[config.mk]
export PLATFORM = sky130hd
export DESIGN_NAME = uart_cmd_parser_flat
export DESIGN_NICKNAME = d
export VERILOG_FILES = /design/src/rtl/tft_uart_pkg.sv /design/src/rtl/uart_cmd_parser_if.sv /design/src/rtl/uart_idle_timer.sv /design/src/rtl/uart_cmd_parser.sv /design/src/flat_wrapper.sv
export SDC_FILE = /design/constraint.sdc
export NUM_CORES = 1
export LEC_CHECK = 0
export ABC_AREA = 1
export CAP_MARGIN = 20
export CORE_ASPECT_RATIO = 0.6
export CORE_MARGIN = 2
export CORE_UTILIZATION = 55
export DETAILED_ROUTE_END_ITERATION = 8
export PLACE_DENSITY = 0.82
export SLEW_MARGIN = 40
export SYNTH_ARGS = -nofsm -noshare
export SYNTH_HDL_FRONTEND = slang
export SYNTH_SLANG_ARGS = --single-unit
[constraint.sdc]
create_clock -name clk -period 3.3 [get_ports clk]
set_clock_uncertainty 0.1 [all_clocks]
set_input_delay 0.66 -clock clk [delete_from_list [all_inputs] [get_ports clk]]
set_output_delay 0.66 -clock clk [all_outputs]
set_load 0.1 [all_outputs]
[src/rtl/tft_uart_pkg.sv]
// Shared constants, widths and FSM encoding for the TFT UART control path.
package tft_uart_pkg;

    localparam logic [7:0] SYNC_BYTE = 8'hA5;
    localparam logic [7:0] ACK_BYTE  = 8'h06;
    localparam logic [7:0] NAK_BYTE  = 8'h15;

    localparam int OP_W   = 4;
    localparam int DATA_W = 16;

    typedef enum logic [2:0] {
        ST_IDLE    = 3'd0,
        ST_GET_OP  = 3'd1,
        ST_GET_DH  = 3'd2,
        ST_GET_DL  = 3'd3,
        ST_GET_CHK = 3'd4
    } state_t;

endpackage

[src/rtl/uart_cmd_parser_if.sv]
// Bundle of byte-stream, reply and command signals around uart_cmd_parser.
interface uart_cmd_parser_if;
    import tft_uart_pkg::*;

    // rx side: rx_valid is a one-cycle strobe with no back-pressure.
    // tx side: strict valid/ready; tx_valid and tx_data hold steady until a
    // cycle with tx_valid & tx_ready, which is the single transfer cycle.
    logic [7:0]        rx_data;
    logic              rx_valid;
    logic [7:0]        tx_data;
    logic              tx_valid;
    logic              tx_ready;
    logic [OP_W-1:0]   cmd_opcode;
    logic [DATA_W-1:0] cmd_data;
    logic              cmd_dat_update;
    logic [7:0]        err_cnt;
    state_t            dbg_state;

    modport master (
        output rx_data, rx_valid, tx_ready,
        input  tx_data, tx_valid, cmd_opcode, cmd_data, cmd_dat_update, err_cnt, dbg_state
    );

    modport slave (
        input  rx_data, rx_valid, tx_ready,
        output tx_data, tx_valid, cmd_opcode, cmd_data, cmd_dat_update, err_cnt, dbg_state
    );

endinterface

[src/rtl/uart_idle_timer.sv]
// Inter-byte idle counter; o_expire marks the cycle the count reaches TIMEOUT_CYC.
module uart_idle_timer #(
    parameter int TIMEOUT_CYC = 100000,
    parameter int CNT_W       = 17
) (
    input  logic clk,
    input  logic rst,
    input  logic i_clear,
    input  logic i_enable,
    output logic o_expire
);

    localparam logic [CNT_W-1:0] LAST  = CNT_W'(TIMEOUT_CYC - 1);
    localparam logic [CNT_W-1:0] LIMIT = CNT_W'(TIMEOUT_CYC);

    logic [CNT_W-1:0] r_cnt;

    always_ff @(posedge clk or posedge rst) begin
        if (rst) begin
            r_cnt <= '0;
        end else if (i_clear) begin
            r_cnt <= '0;
        end else if (i_enable && (r_cnt != LIMIT)) begin
            r_cnt <= r_cnt + 1'b1;
        end
    end

    // A clear in the same cycle (a fresh byte) suppresses the expiry.
    assign o_expire = i_enable && !i_clear && (r_cnt == LAST);

endmodule

[src/rtl/uart_cmd_parser.sv]
// Frames SYNC/OP/DH/DL/CHK bytes into opcode/data commands and queues an ACK/NAK reply.
module uart_cmd_parser
    import tft_uart_pkg::*;
#(
    parameter int TIMEOUT_CYC = 100000,
    parameter int CNT_W       = 17
) (
    input logic              clk,
    input logic              rst,
    uart_cmd_parser_if.slave io_bus
);

    state_t            r_state;
    state_t            w_next;
    logic [7:0]        r_op;
    logic [7:0]        r_dh;
    logic [7:0]        r_dl;
    logic [OP_W-1:0]   r_cmd_opcode;
    logic [DATA_W-1:0] r_cmd_data;
    logic              r_cmd_upd;
    logic              r_tx_valid;
    logic [7:0]        r_tx_data;
    logic [7:0]        r_err_cnt;

    logic w_expire;
    logic w_timeout;
    logic w_frame_done;
    logic w_frame_ok;
    logic w_slot_free;
    logic w_err_inc;

    uart_idle_timer #(
        .TIMEOUT_CYC (TIMEOUT_CYC),
        .CNT_W       (CNT_W)
    ) u_timer (
        .clk      (clk),
        .rst      (rst),
        .i_clear  (io_bus.rx_valid || (r_state == ST_IDLE)),
        .i_enable (r_state != ST_IDLE),
        .o_expire (w_expire)
    );

    always_ff @(posedge clk or posedge rst) begin
        if (rst) begin
            r_state <= ST_IDLE;
        end else begin
            r_state <= w_next;
        end
    end

    always_comb begin
        w_next       = r_state;
        w_frame_done = 1'b0;
        w_timeout    = 1'b0;
        case (r_state)
            ST_IDLE:    if (io_bus.rx_valid && (io_bus.rx_data == SYNC_BYTE)) w_next = ST_GET_OP;
            ST_GET_OP:  if (io_bus.rx_valid) w_next = ST_GET_DH;
            ST_GET_DH:  if (io_bus.rx_valid) w_next = ST_GET_DL;
            ST_GET_DL:  if (io_bus.rx_valid) w_next = ST_GET_CHK;
            ST_GET_CHK: begin
                if (io_bus.rx_valid) begin
                    w_next       = ST_IDLE;
                    w_frame_done = 1'b1;
                end
            end
            default:    w_next = ST_IDLE;
        endcase
        // Expiry only occurs outside IDLE and never alongside a byte.
        if (w_expire) begin
            w_next    = ST_IDLE;
            w_timeout = 1'b1;
        end
    end

    assign w_frame_ok  = w_frame_done && (r_op[7:4] == 4'h0)
                         && (io_bus.rx_data == (r_op ^ r_dh ^ r_dl));
    assign w_slot_free = !r_tx_valid || io_bus.tx_ready;
    // One error per failed frame, even if it is both NAKed and its reply dropped.
    assign w_err_inc   = w_timeout || (w_frame_done && (!w_frame_ok || !w_slot_free));

    always_ff @(posedge clk or posedge rst) begin
        if (rst) begin
            r_op <= '0;
            r_dh <= '0;
            r_dl <= '0;
        end else if (io_bus.rx_valid) begin
            case (r_state)
                ST_GET_OP: r_op <= io_bus.rx_data;
                ST_GET_DH: r_dh <= io_bus.rx_data;
                ST_GET_DL: r_dl <= io_bus.rx_data;
                default:   ;
            endcase
        end
    end

    always_ff @(posedge clk or posedge rst) begin
        if (rst) begin
            r_cmd_opcode <= '0;
            r_cmd_data   <= '0;
            r_cmd_upd    <= 1'b0;
        end else begin
            r_cmd_upd <= w_frame_ok;
            if (w_frame_ok) begin
                r_cmd_opcode <= r_op[OP_W-1:0];
                r_cmd_data   <= {r_dh, r_dl};
            end
        end
    end

    always_ff @(posedge clk or posedge rst) begin
        if (rst) begin
            r_tx_valid <= 1'b0;
            r_tx_data  <= '0;
        end else begin
            if (r_tx_valid && io_bus.tx_ready) begin
                r_tx_valid <= 1'b0;
            end
            if (w_frame_done && w_slot_free) begin
                r_tx_valid <= 1'b1;
                r_tx_data  <= w_frame_ok ? ACK_BYTE : NAK_BYTE;
            end
        end
    end

    always_ff @(posedge clk or posedge rst) begin
        if (rst) begin
            r_err_cnt <= '0;
        end else if (w_err_inc && (r_err_cnt != 8'hFF)) begin
            r_err_cnt <= r_err_cnt + 8'd1;
        end
    end

    assign io_bus.tx_data        = r_tx_data;
    assign io_bus.tx_valid       = r_tx_valid;
    assign io_bus.cmd_opcode     = r_cmd_opcode;
    assign io_bus.cmd_data       = r_cmd_data;
    assign io_bus.cmd_dat_update = r_cmd_upd;
    assign io_bus.err_cnt        = r_err_cnt;
    assign io_bus.dbg_state      = r_state;

endmodule

[src/flat_wrapper.sv]
// flat-port wrapper written by rule: the top's interface ports become plain ports
module uart_cmd_parser_flat import tft_uart_pkg::*;
#(
    parameter int TIMEOUT_CYC = 100000,
    parameter int CNT_W       = 17
)
  (clk, rst, io_bus_rx_data, io_bus_rx_valid, io_bus_tx_ready, io_bus_tx_data, io_bus_tx_valid, io_bus_cmd_opcode, io_bus_cmd_data, io_bus_cmd_dat_update, io_bus_err_cnt, io_bus_dbg_state);
  uart_cmd_parser_if io_bus_i ();
  input logic clk;
  input logic rst;
  input wire logic [$bits(io_bus_i.rx_data)-1:0] io_bus_rx_data;
  input wire logic [$bits(io_bus_i.rx_valid)-1:0] io_bus_rx_valid;
  input wire logic [$bits(io_bus_i.tx_ready)-1:0] io_bus_tx_ready;
  output wire logic [$bits(io_bus_i.tx_data)-1:0] io_bus_tx_data;
  output wire logic [$bits(io_bus_i.tx_valid)-1:0] io_bus_tx_valid;
  output wire logic [$bits(io_bus_i.cmd_opcode)-1:0] io_bus_cmd_opcode;
  output wire logic [$bits(io_bus_i.cmd_data)-1:0] io_bus_cmd_data;
  output wire logic [$bits(io_bus_i.cmd_dat_update)-1:0] io_bus_cmd_dat_update;
  output wire logic [$bits(io_bus_i.err_cnt)-1:0] io_bus_err_cnt;
  output wire logic [$bits(io_bus_i.dbg_state)-1:0] io_bus_dbg_state;
  assign io_bus_i.rx_data = io_bus_rx_data;
  assign io_bus_i.rx_valid = io_bus_rx_valid;
  assign io_bus_i.tx_ready = io_bus_tx_ready;
  assign io_bus_tx_data = io_bus_i.tx_data;
  assign io_bus_tx_valid = io_bus_i.tx_valid;
  assign io_bus_cmd_opcode = io_bus_i.cmd_opcode;
  assign io_bus_cmd_data = io_bus_i.cmd_data;
  assign io_bus_cmd_dat_update = io_bus_i.cmd_dat_update;
  assign io_bus_err_cnt = io_bus_i.err_cnt;
  assign io_bus_dbg_state = io_bus_i.dbg_state;
  uart_cmd_parser #(.TIMEOUT_CYC(TIMEOUT_CYC), .CNT_W(CNT_W)) u_core (.clk(clk), .rst(rst), .io_bus(io_bus_i));
endmodule
-- After elaboration in Yosys (flattened, before gate mapping)
Index checks and enable logic that the tools add are counted.
- bits in registers: 82
- bits of input ports: 12
- output and inout port bits: 41
- word-level logic and storage cells: 71
- $add $sub $neg: 2
- eq/ne operators: 14
- mux-type cells: 15
- bitwise gates (word level): 2
- reductions and logical operators: 27
- operator list (kind ; number):
    two-way mux 17 bit ; 2
    two-way mux 3 bit ; 6
    adder 17 x 1 -> 17 bit, second input constant ; 1
    == test 17 bit, second input constant ; 1
    inequality test 17 bit, second input constant ; 1
    bitwise XOR 8 bit ; 2
    inequality test 3 bit, second input constant ; 5
    case mux 3 bit (5 select lines) ; 1
    logical AND 1 bit ; 10
    adder 8 x 1 -> 8 bit, second input constant ; 1
    == test 8 bit ; 1
    == test 8 bit, second input constant ; 1
    inequality test 8 bit, second input constant ; 1
    == test 3 x 2 -> 1 bit, second input constant ; 2
    AND reduction 2 bit ; 3
    two-way mux 1 bit ; 5
    two-way mux 5 bit ; 1
    AND reduction 5 bit ; 1
    logical NOT 1 bit ; 4
    logical NOT 4 bit ; 1
    logical OR 1 bit ; 4
    nonzero test 2 bit ; 2
    == test 3 x 1 -> 1 bit, second input constant ; 1
    == test 3 bit, second input constant ; 1
    other kinds (2) ; 2

-- Longest topological paths before layout
Gate-level depths: netlist of run 1.
- word-level depth: 9
- mapped depth: 14

-- Hierarchy
Synthesis of run 1 repeated with hierarchy kept, for this count alone.
- cells, all modules: 576
- area total of the unflattened synthesis: 4195.3 sq um
- modules (own cells, without submodules) (module ; instances ; cells an instance ; area an instance (sq um) ; sequential area each (sq um)):
    uart_cmd_parser ; 1 ; 381 ; 2931.6 ; 1501.4
    uart_idle_timer ; 1 ; 195 ; 1263.7 ; 425.4

-- Worst setup path after synthesis of run 1
Ideal clock, no wire load.
- kind: reg2reg
- start point: register u_core.r_err_cnt[0], in the netlist u_core.io_bus.err_cnt[0]
- end point: register u_core.r_err_cnt[3], in the netlist u_core.io_bus.err_cnt[3]
- library setup time: 0.067 ns
- arrival: 2.266 ns
- required time: 3.133 ns
- setup slack: 0.868 ns
- stages on the path, launching flop included: 9
- buffers on the path: 0
- period minus slack after synthesis: 2.432 ns
- cell sequence: dfrtp_1 ha_1 nand3_1 nor3b_1 and2_1 nand2_2 nand2_8 nand2_2 nand2_1
- cells in the longest elaborated chain, start to end: 2
- elaborated cells on any way between the ends: 3
- those cells by class: add/sub: 1; eq/ne: 1; reduce/logical: 1
- RTL lines (item ; RTL line ; RTL):
    start, declared ; uart_cmd_parser.sv:23 ; logic [7:0] r_err_cnt;
    start signal, assigned ; uart_cmd_parser.sv:129 ; r_err_cnt <= r_err_cnt + 8'd1;
    branches (longest 2 deep; another with adder 8 x 1 -> 8 bit) ; -- ;
Parallel ways; which one is timed is not known.
A chain may end at the register's enable or synchronous reset.

-- Final worst setup path of run 1
- start point: input io_bus_rx_valid
- end point: register u_core.r_err_cnt[3], in the netlist u_core.io_bus.err_cnt[3]
- cells in the longest elaborated chain, start to end: 9
- elaborated cells on any way between the ends: 14
- those cells by class: mux: 3; reduce/logical: 11
- RTL lines (item ; RTL line ; RTL):
    start, declared ; flat_wrapper.sv:12 ; input wire logic [$bits(io_bus_i.rx_valid)-1:0] io_bus_rx_valid;
    two-way mux 1 bit ; uart_cmd_parser.sv:61 ; if (io_bus.rx_valid) begin
    two-way mux 1 bit ; uart_cmd_parser.sv:55 ; case (r_state)
    logical AND 1 bit ; uart_cmd_parser.sv:75 ; assign w_frame_ok = w_frame_done && (r_op[7:4] == 4'h0)
    logical AND 1 bit ; uart_cmd_parser.sv:76 ; && (io_bus.rx_data == (r_op ^ r_dh ^ r_dl));
    logical NOT 1 bit ; uart_cmd_parser.sv:79 ; assign w_err_inc = w_timeout || (w_frame_done && (!w_frame_ok || !w_slot_free));
    logical OR 1 bit ; uart_cmd_parser.sv:79 ;
    logical AND 1 bit ; uart_cmd_parser.sv:79 ;
    logical OR 1 bit * ; uart_cmd_parser.sv:79 ;
    logical AND 1 bit * ; uart_cmd_parser.sv:128 ; end else if (w_err_inc && (r_err_cnt != 8'hFF)) begin
Mark *: on every way between the ends. The rest lies on a longest branch, timed or not.

==> metrics, run 1 <==
overall via count from detail_route=3216; final number of max-transition violations=0; Antenna Nets Post-Route=0; Critical Path Source Type=input port; critical path's top delay family=simple AND/OR/NAND/NOR gates; number of antenna violations at the first check in global routing=0; register-to-register path setup slack=1.25 ns; achievable frequency=430.2 MHz; clock period minus final worst setup slack=2.325 ns; cells on worst reg2reg path=7; Setup Fix Bufs, Post-CTS=0; initial core utilization=57.03%; net switching share of the total power=43.62%; Final Total Pwr=3.645 mW; part of the cycle the worst path needs=70.45%; master cell of the clock root buffer=sky130_fd_sc_hd__clkbuf_16; area added between synthesis and finish=18.98%; internal power summed over all cells=2.055 mW; fraction of final layout cells sized beyond drive strength 1=16.91%; setup repair after global routing missed its margin=false; total CTS buffers=9; number of distinct library cells after synthesis=37; final total negative setup slack=0 ns; area of the die=7657 µm²; global route total overflow=0; number of buffers inserted by hold repair at cts=0; post-synthesis cell count=481; Pre-antenna DRT Iters=5; via count of the first global-routing pass=2919; share of total power in sequential cells=36.6%; Finish-stage setup viols=0; WL/cell=13.04 µm; worst relative slew slack=59.04%; power density cells=801.3 nW/µm²; synthesized area divided by synthesized cell count=7.949 µm²; Die H=68.59 µm; Hold Violations, Final=0; highest fanout seen on the critical path=9; Port-buffer cells=48; clock insertion delay at the later pin of the skew report=0.34 ns; number of rows in the core area=23; hold_sp=u_core.io_bus.cmd_data[9]$_DFFE_PP0P_; Detailed Place HPWL=5.871 mm; Layout fillers=521; clock transition at the registers of the reported paths=0.05 ns; total number of cells along the worst setup path=13; drt drc=0; endpoint of the worst register-to-register path=u_core.u_timer.r_cnt[16]$_DFFE_PP0P_; gr usage total=22.92%; Vias per Instance=5.146; final layout net count=549; global-route wire length before repair=13.57 mm; number of buffers on the longest clock path=2; path type of the worst setup path=input port to register; Critical R2R Launch=u_core.u_timer.r_cnt[0]$_DFFE_PP0P_; Max rail drop VDD=1046 µV; worst hold path type=register to register; cell with the biggest individual delay on the critical path=sky130_fd_sc_hd__clkdlybuf4s50_1; Boundary Pins=53; Starting DRT DRC Count=205; hold path cells=2; synthesized area=3824 µm²; CP arrival=2.50 ns; Worst EP required=3.47 ns; Yosys warnings=0; number of maximum-capacitance constraint violations=0; Sw Pwr=1.590 mW; count of instances resized after the clock tree is built=0; clock tree from TritonCTS=built; combinational fraction of design power=39.3%; Std-Cell Core Area=6705 µm²; Routed Wire Length=8.152 mm; register bit total from synthesis=77; outcome=complete, no violations; Bufs and invs on worst path=1; overall die width=111.6 µm; portion of the post-synthesis area used by sequential elements=50.39%; Critical Path Sink Type=register; pin count of the biggest net entering global routing=51; end point of the most critical hold path=u_core.io_bus.cmd_data[9]$_DFFE_PP0P_; maximum single-stage delay on the critical path=0.58 ns; clock net sink count=77; Worst Max-Slew Pin Slew=0.6127 ns; most frequent CP cell=sky130_fd_sc_hd__nand2_2; ordered cell list for the critical path=clkdlybuf4s50_1, nand2_2, nor2_4, nand2_1, nor2_1, nand3_1, nor2_2, nand4_2, nand2_2, nand2_4, nand2_8, nand2_2, nand2_1; clock power share=24.1%; ANT cells=0; weighted congestion reported at the end of routability-driven placement=0.8344; leakage dissipation=2.294 nW; level count of the clock H-tree=3
## worst max path at each step
| stage | start | endpoint |
|---|---|---|
| final | io_bus_rx_valid | u_core.io_bus.err_cnt[3]$_DFFE_PP0P_ |
| after global routing | io_bus_rx_valid | u_core.io_bus.err_cnt[3]$_DFFE_PP0P_ |
| after CTS | io_bus_rx_valid | u_core.io_bus.err_cnt[3]$_DFFE_PP0P_ |
| after detailed placement | io_bus_rx_valid | u_core.io_bus.err_cnt[3]$_DFFE_PP0P_ |
| after global placement | io_bus_rx_valid | u_core.io_bus.err_cnt[1]$_DFFE_PP0P_ |
| after floorplan | rst | u_core.io_bus.cmd_dat_update$_DFF_PP0_ |
## cell type report
class | count | area, µm² | area share (%)
sequential | 77 | 1927 | 42.35
tap | 87 | 108.9 | 2.393
clock inverter | 2 | 10.01 | 0.2200
clock buffer | 13 | 250.2 | 5.501
multi-input combinational | 328 | 1575 | 34.63
inverter | 66 | 247.7 | 5.446
timing repair buffer | 52 | 430.4 | 9.461
## flip-flops by register name (all words and copies together), names as in the netlist
name,flops
u_core.io_bus.cmd_data,16
u_core.io_bus.cmd_opcode,4
u_core.io_bus.cmd_dat_update,1
u_core.r_op,8
u_core.io_bus.tx_valid,1
u_core.io_bus.err_cnt,8
u_core.io_bus.tx_data,3
u_core.r_dl,8
u_core.r_dh,8
u_core.u_timer.r_cnt,17
u_core.io_bus.dbg_state,3
## layout by cell type (no fill, tap or decap), drive strengths merged, types with 2 or more instances in the layout
cell type,count
a21oi,12
inv,66
xor2,4
clkinv,2
ha,3
buf,41
nor3b,2
nor3,5
nor4,3
conb,4
dfrtp,77
nand3,30
o22ai,2
clkbuf,13
nand2,156
nor2,37
xnor2,2
o21ai,55
nand4,7
clkdlybuf4s50,11
## power groups by stage
stage	combinational [mW]	clock [mW]	sequential (mW)
floorplan	0.736	0	1.71
global placement	1.39	0	1.34
detailed placement	1.43	0	1.34
CTS	1.44	0.896	1.33
global route	1.60	0.930	1.37
finish	1.43	0.877	1.33
## worst register-to-register path, cell delays in order (launching register included)
cell	delay, ns
sky130_fd_sc_hd__dfrtp_1	0.37
sky130_fd_sc_hd__ha_1	0.18
sky130_fd_sc_hd__nand2_1	0.11
sky130_fd_sc_hd__nor3_2	0.36
sky130_fd_sc_hd__nand4_1	0.20
sky130_fd_sc_hd__nor3_1	0.23
sky130_fd_sc_hd__mux2_2	0.36
sky130_fd_sc_hd__nor2_1	0.07
## synthesized netlist by cell type
master	n	area (µm²)
sky130_fd_sc_hd__ha_1	3	37.54
sky130_fd_sc_hd__buf_2	2	10.01
sky130_fd_sc_hd__buf_6	2	22.52
sky130_fd_sc_hd__nand4_1	6	37.54
sky130_fd_sc_hd__o21ai_0	37	185.2
sky130_fd_sc_hd__conb_1	1	3.750
sky130_fd_sc_hd__nand2_4	1	11.26
sky130_fd_sc_hd__nand3_1	29	145.1
sky130_fd_sc_hd__a22oi_1	1	7.510
sky130_fd_sc_hd__nor2_2	2	12.51
sky130_fd_sc_hd__nand2_8	1	20.02
sky130_fd_sc_hd__o21ai_1	18	90.09
sky130_fd_sc_hd__nor2_4	1	11.26
sky130_fd_sc_hd__a31oi_1	1	6.260
sky130_fd_sc_hd__or2_2	1	6.260
sky130_fd_sc_hd__nand4_2	1	12.51
sky130_fd_sc_hd__dfrtp_1	77	1927
sky130_fd_sc_hd__nand2_1	142	533.0
sky130_fd_sc_hd__xor2_1	4	35.03
sky130_fd_sc_hd__inv_2	12	45.04
sky130_fd_sc_hd__nand3_2	1	10.01
sky130_fd_sc_hd__clkbuf_1	4	15.01
sky130_fd_sc_hd__nor4_1	1	6.260
sky130_fd_sc_hd__inv_1	54	202.7
sky130_fd_sc_hd__nor4_2	2	25.02
sky130_fd_sc_hd__buf_4	5	37.54
sky130_fd_sc_hd__nor3_2	2	20.02
sky130_fd_sc_hd__nor3b_1	2	15.01
sky130_fd_sc_hd__nand3b_1	1	7.510
sky130_fd_sc_hd__a21oi_1	12	60.06
sky130_fd_sc_hd__nor2_1	34	127.6
sky130_fd_sc_hd__and2_1	1	6.260
sky130_fd_sc_hd__mux2_2	1	11.26
sky130_fd_sc_hd__nor3_1	3	15.01
sky130_fd_sc_hd__xnor2_1	2	17.52
sky130_fd_sc_hd__nand2_2	12	75.07
sky130_fd_sc_hd__o22ai_1	2	12.51
## metal layers
metal,track usage (%),part of all wire [%],up-vias,routed length (µm)
met3,6.119,6.3,9,514
met5,0,0,-,0
met2,36.06,43,91,3525
li1,-,-,1627,-
met4,7.716,1.3,0,102
met1,31.50,49,1489,4010
## metrics by stage
| step | utilization, % | setup WS, ns | hold slack [ns] | area (µm²) | std cells |
|---|---|---|---|---|---|
| after detailed placement | 63.97 | 0.6643 | 0.3707 | 4289 | 610 |
| final | 67.85 | 0.9753 | 0.3834 | 4549 | 625 |
| after CTS | 67.85 | 0.9959 | 0.3886 | 4549 | 625 |
| after global placement | 63.97 | 0.6876 | 0.3695 | 4289 | 610 |
| after global routing | 67.85 | 0.8111 | 0.4158 | 4549 | 625 |
| after floorplan | - | 0.5733 | 0.3551 | 3835 | 484 |
## kinds of logic after synthesis
family / after synthesis / share of synthesized area, %
other: 1 / 0.09807
xor gates and xnor gates: 6 / 1.374
and+or+nand+nor: 243 / 28.70
DFF: 77 / 50.39
adders and majority gates: 3 / 0.9818
muxes: 1 / 0.2945
AOI/OAI and AO/OA: 71 / 9.457
buffers and inverters: 79 / 8.704
(Power assumes the default switching activity.)
==> run 2: changes to the inputs <==
- clock period: 3.3 -> 2.38 ns (I/O delays scaled with it)
==> run 2 against run 1 <==
Non-clock buffer count increased by 6. Die area unchanged. Sequential cell count unchanged. Core utilization increased by 1.4 points. Sequential share of layout area decreased by 0.82 points. Critical path depth increased by 2. First-iteration DRC count increased by 7.3%. Worst hold slack improved by 0.0042 ns. Clock-buffer cell count decreased by 2. Via count increased by 3.0%. Largest cell class unchanged.
==> metrics, run 2 (synthesis gave the netlist of run 1 again) <==
Max rail drop VDD=996.4 µV; routed length on met1=4.055 mm; count of instances resized after the clock tree is built=0; area added between synthesis and finish=21.50%; part of the cycle the worst path needs=84.61%; final layout net count=555; overall via count from detail_route=3313; ordered cell list for the critical path=clkdlybuf4s50_1, inv_1, nand2_1, nand2_1, nand2_1, inv_1, nor2_1, nand3_1, nor2_2, nand4_2, nand2_2, nand2_4, nand2_8, nand2_2, nand2_1; overall die width=111.6 µm; fraction of final layout cells sized beyond drive strength 1=18.72%; clock net sink count=77; path type of the worst setup path=input port to register; clock power share=25.8%; commonest non-fill, non-tap cells in the layout=sky130_fd_sc_hd__nand2_1 (142), sky130_fd_sc_hd__dfrtp_1 (75), sky130_fd_sc_hd__inv_1 (53); Routed Wire Length=8.428 mm; met3 WL=620 µm; clock period minus final worst setup slack=2.014 ns; Pre-antenna DRT Iters=5; via count of the first global-routing pass=2963; Hold Violations, Final=0; net switching share of the total power=43.03%; clock transition at the registers of the reported paths=0.05 ns; achievable frequency=496.6 MHz; Worst EP required=2.55 ns; Cell Area, Placed=4353 µm²; gr usage total=23.71%; initial core utilization=57.03%; share of total power in sequential cells=35.5%; Starting DRT DRC Count=220; most frequent CP cell=sky130_fd_sc_hd__nand2_1; combinational fraction of design power=38.8%; leakage dissipation=2.341 nW; number of buffers inserted by hold repair at cts=0; CP arrival=2.19 ns; total instance count after detailed placement=616; ANT cells=0; outcome=complete, no violations; area of the die=7657 µm²; Std-Cell Core Area=6705 µm²; Setup Fix Bufs, Post-CTS=0; Boundary Pins=53; number of buffers on the longest clock path=2; Critical Path Sink Type=register; most common cell after layout, fill and taps aside=sky130_fd_sc_hd__nand2_1; Bufs and invs on worst path=3; area of all placed cells without fillers=4646 µm²; WL/cell=13.34 µm; clock tree from TritonCTS=built; worst hold slack after final layout=0.3877 ns; Critical Path Source Type=input port; level count of the clock H-tree=3; drt drc=0; worst hold path type=register to register; global route total overflow=0; power density cells=1125 nW/µm²; Die H=68.59 µm; weighted congestion reported at the end of routability-driven placement=0.8277; total CTS buffers=9; clock insertion delay at the later pin of the skew report=0.34 ns; setup repair after global routing missed its margin=false; Sw Pwr=2.249 mW; Vias per Instance=5.242; final total negative setup slack=0 ns; Most flops, register=u_core.u_timer.r_cnt; top routing layer in use=met4; Antenna Nets Post-Route=0; Port-buffer cells=48; final number of max-transition violations=0; Detailed Place HPWL=5.952 mm; maximum single-stage delay on the critical path=0.54 ns; highest fanout seen on the critical path=9; number of maximum-capacitance constraint violations=0; cell with the biggest individual delay on the critical path=sky130_fd_sc_hd__clkdlybuf4s50_1; number of flip-flops in the largest register=17; number of antenna violations at the first check in global routing=0; internal power summed over all cells=2.978 mW; Finish-stage setup viols=0; critical path's top delay family=simple AND/OR/NAND/NOR gates; global-route wire length before repair=14.06 mm; master cell of the clock root buffer=sky130_fd_sc_hd__clkbuf_16; number of rows in the core area=23; Met2 Wirelength=3.635 mm; pin count of the biggest net entering global routing=78; count of non-filler cells in the finished layout=632
==> run 2: changes by cell type in the layout (fill, tap and decap cells not counted) <==
cell | before | now
sky130_fd_sc_hd__bufinv_16 | 0 | 1
sky130_fd_sc_hd__clkbuf_1 | 3 | 1
sky130_fd_sc_hd__buf_12 | 1 | 2
sky130_fd_sc_hd__dfrtp_2 | 0 | 2
sky130_fd_sc_hd__dfrtp_1 | 77 | 75
sky130_fd_sc_hd__clkinvlp_4 | 0 | 1
sky130_fd_sc_hd__clkinv_2 | 2 | 4
sky130_fd_sc_hd__inv_2 | 13 | 12
sky130_fd_sc_hd__buf_4 | 40 | 45
==> run 2: path summary, 6_finish.rpt <==
kind	start	cells past startpoint	slack (ns)	endpoint
worst max-delay path	io_bus_rx_data[5]	15	0.37	u_core.io_bus.err_cnt[2]$_DFFE_PP0P_
min in group asynchronous	rst	3	0.50	u_core.io_bus.cmd_data[13]$_DFFE_PP0P_
worst min register to register	u_core.u_timer.r_cnt[13]$_DFFE_PP0P_	1	0.39	u_core.u_timer.r_cnt[13]$_DFFE_PP0P_
worst max register to register	u_core.u_timer.r_cnt[1]$_DFFE_PP0P_	7	0.42	u_core.u_timer.r_cnt[16]$_DFFE_PP0P_
max in group asynchronous	rst	3	1.34	u_core.io_bus.err_cnt[1]$_DFFE_PP0P_
worst min-delay path	u_core.u_timer.r_cnt[13]$_DFFE_PP0P_	1	0.39	u_core.u_timer.r_cnt[13]$_DFFE_PP0P_
==> run 2: area by class of cell <==
type | instances | area [µm²]
Fill cell | 528 | 2059
Tap cell | 87 | 108.9
Clock buffer | 11 | 242.7
Clock inverter | 5 | 50.05
Timing Repair Buffer | 58 | 488.0
Multi-Input combinational cell | 328 | 1575
Sequential cell | 77 | 1929
Inverter | 66 | 251.5
==> run 2: per-layer routing <==
layer | track usage, % | vias to the layer above
li1 | - | 1640
met2 | 36.21 | 121
met1 | 32.72 | 1538
met4 | 7.870 | 0
met3 | 7.343 | 14
met5 | 0 | -
==> run 2: power groups by stage <==
stage | Combinational, mW | Sequential [mW] | Clock (mW)
floorplan | 1.02 | 2.37 | 0
global placement | 1.96 | 1.86 | 0
detailed placement | 2.01 | 1.86 | 0
CTS | 2.02 | 1.85 | 1.37
global route | 2.24 | 1.90 | 1.43
finish | 2.03 | 1.86 | 1.35
==> run 2: stage by stage <==
step / worst slack (ns) / utilization (%) / power (mW)
after floorplan: 0.08173 / - / 3.390
after global placement: 0.08861 / 64.92 / 3.817
after detailed placement: 0.04732 / 64.92 / 3.874
after CTS: 0.3815 / 69.29 / 5.245
after global routing: 0.1470 / 69.29 / 5.569
final: 0.3662 / 69.29 / 5.227
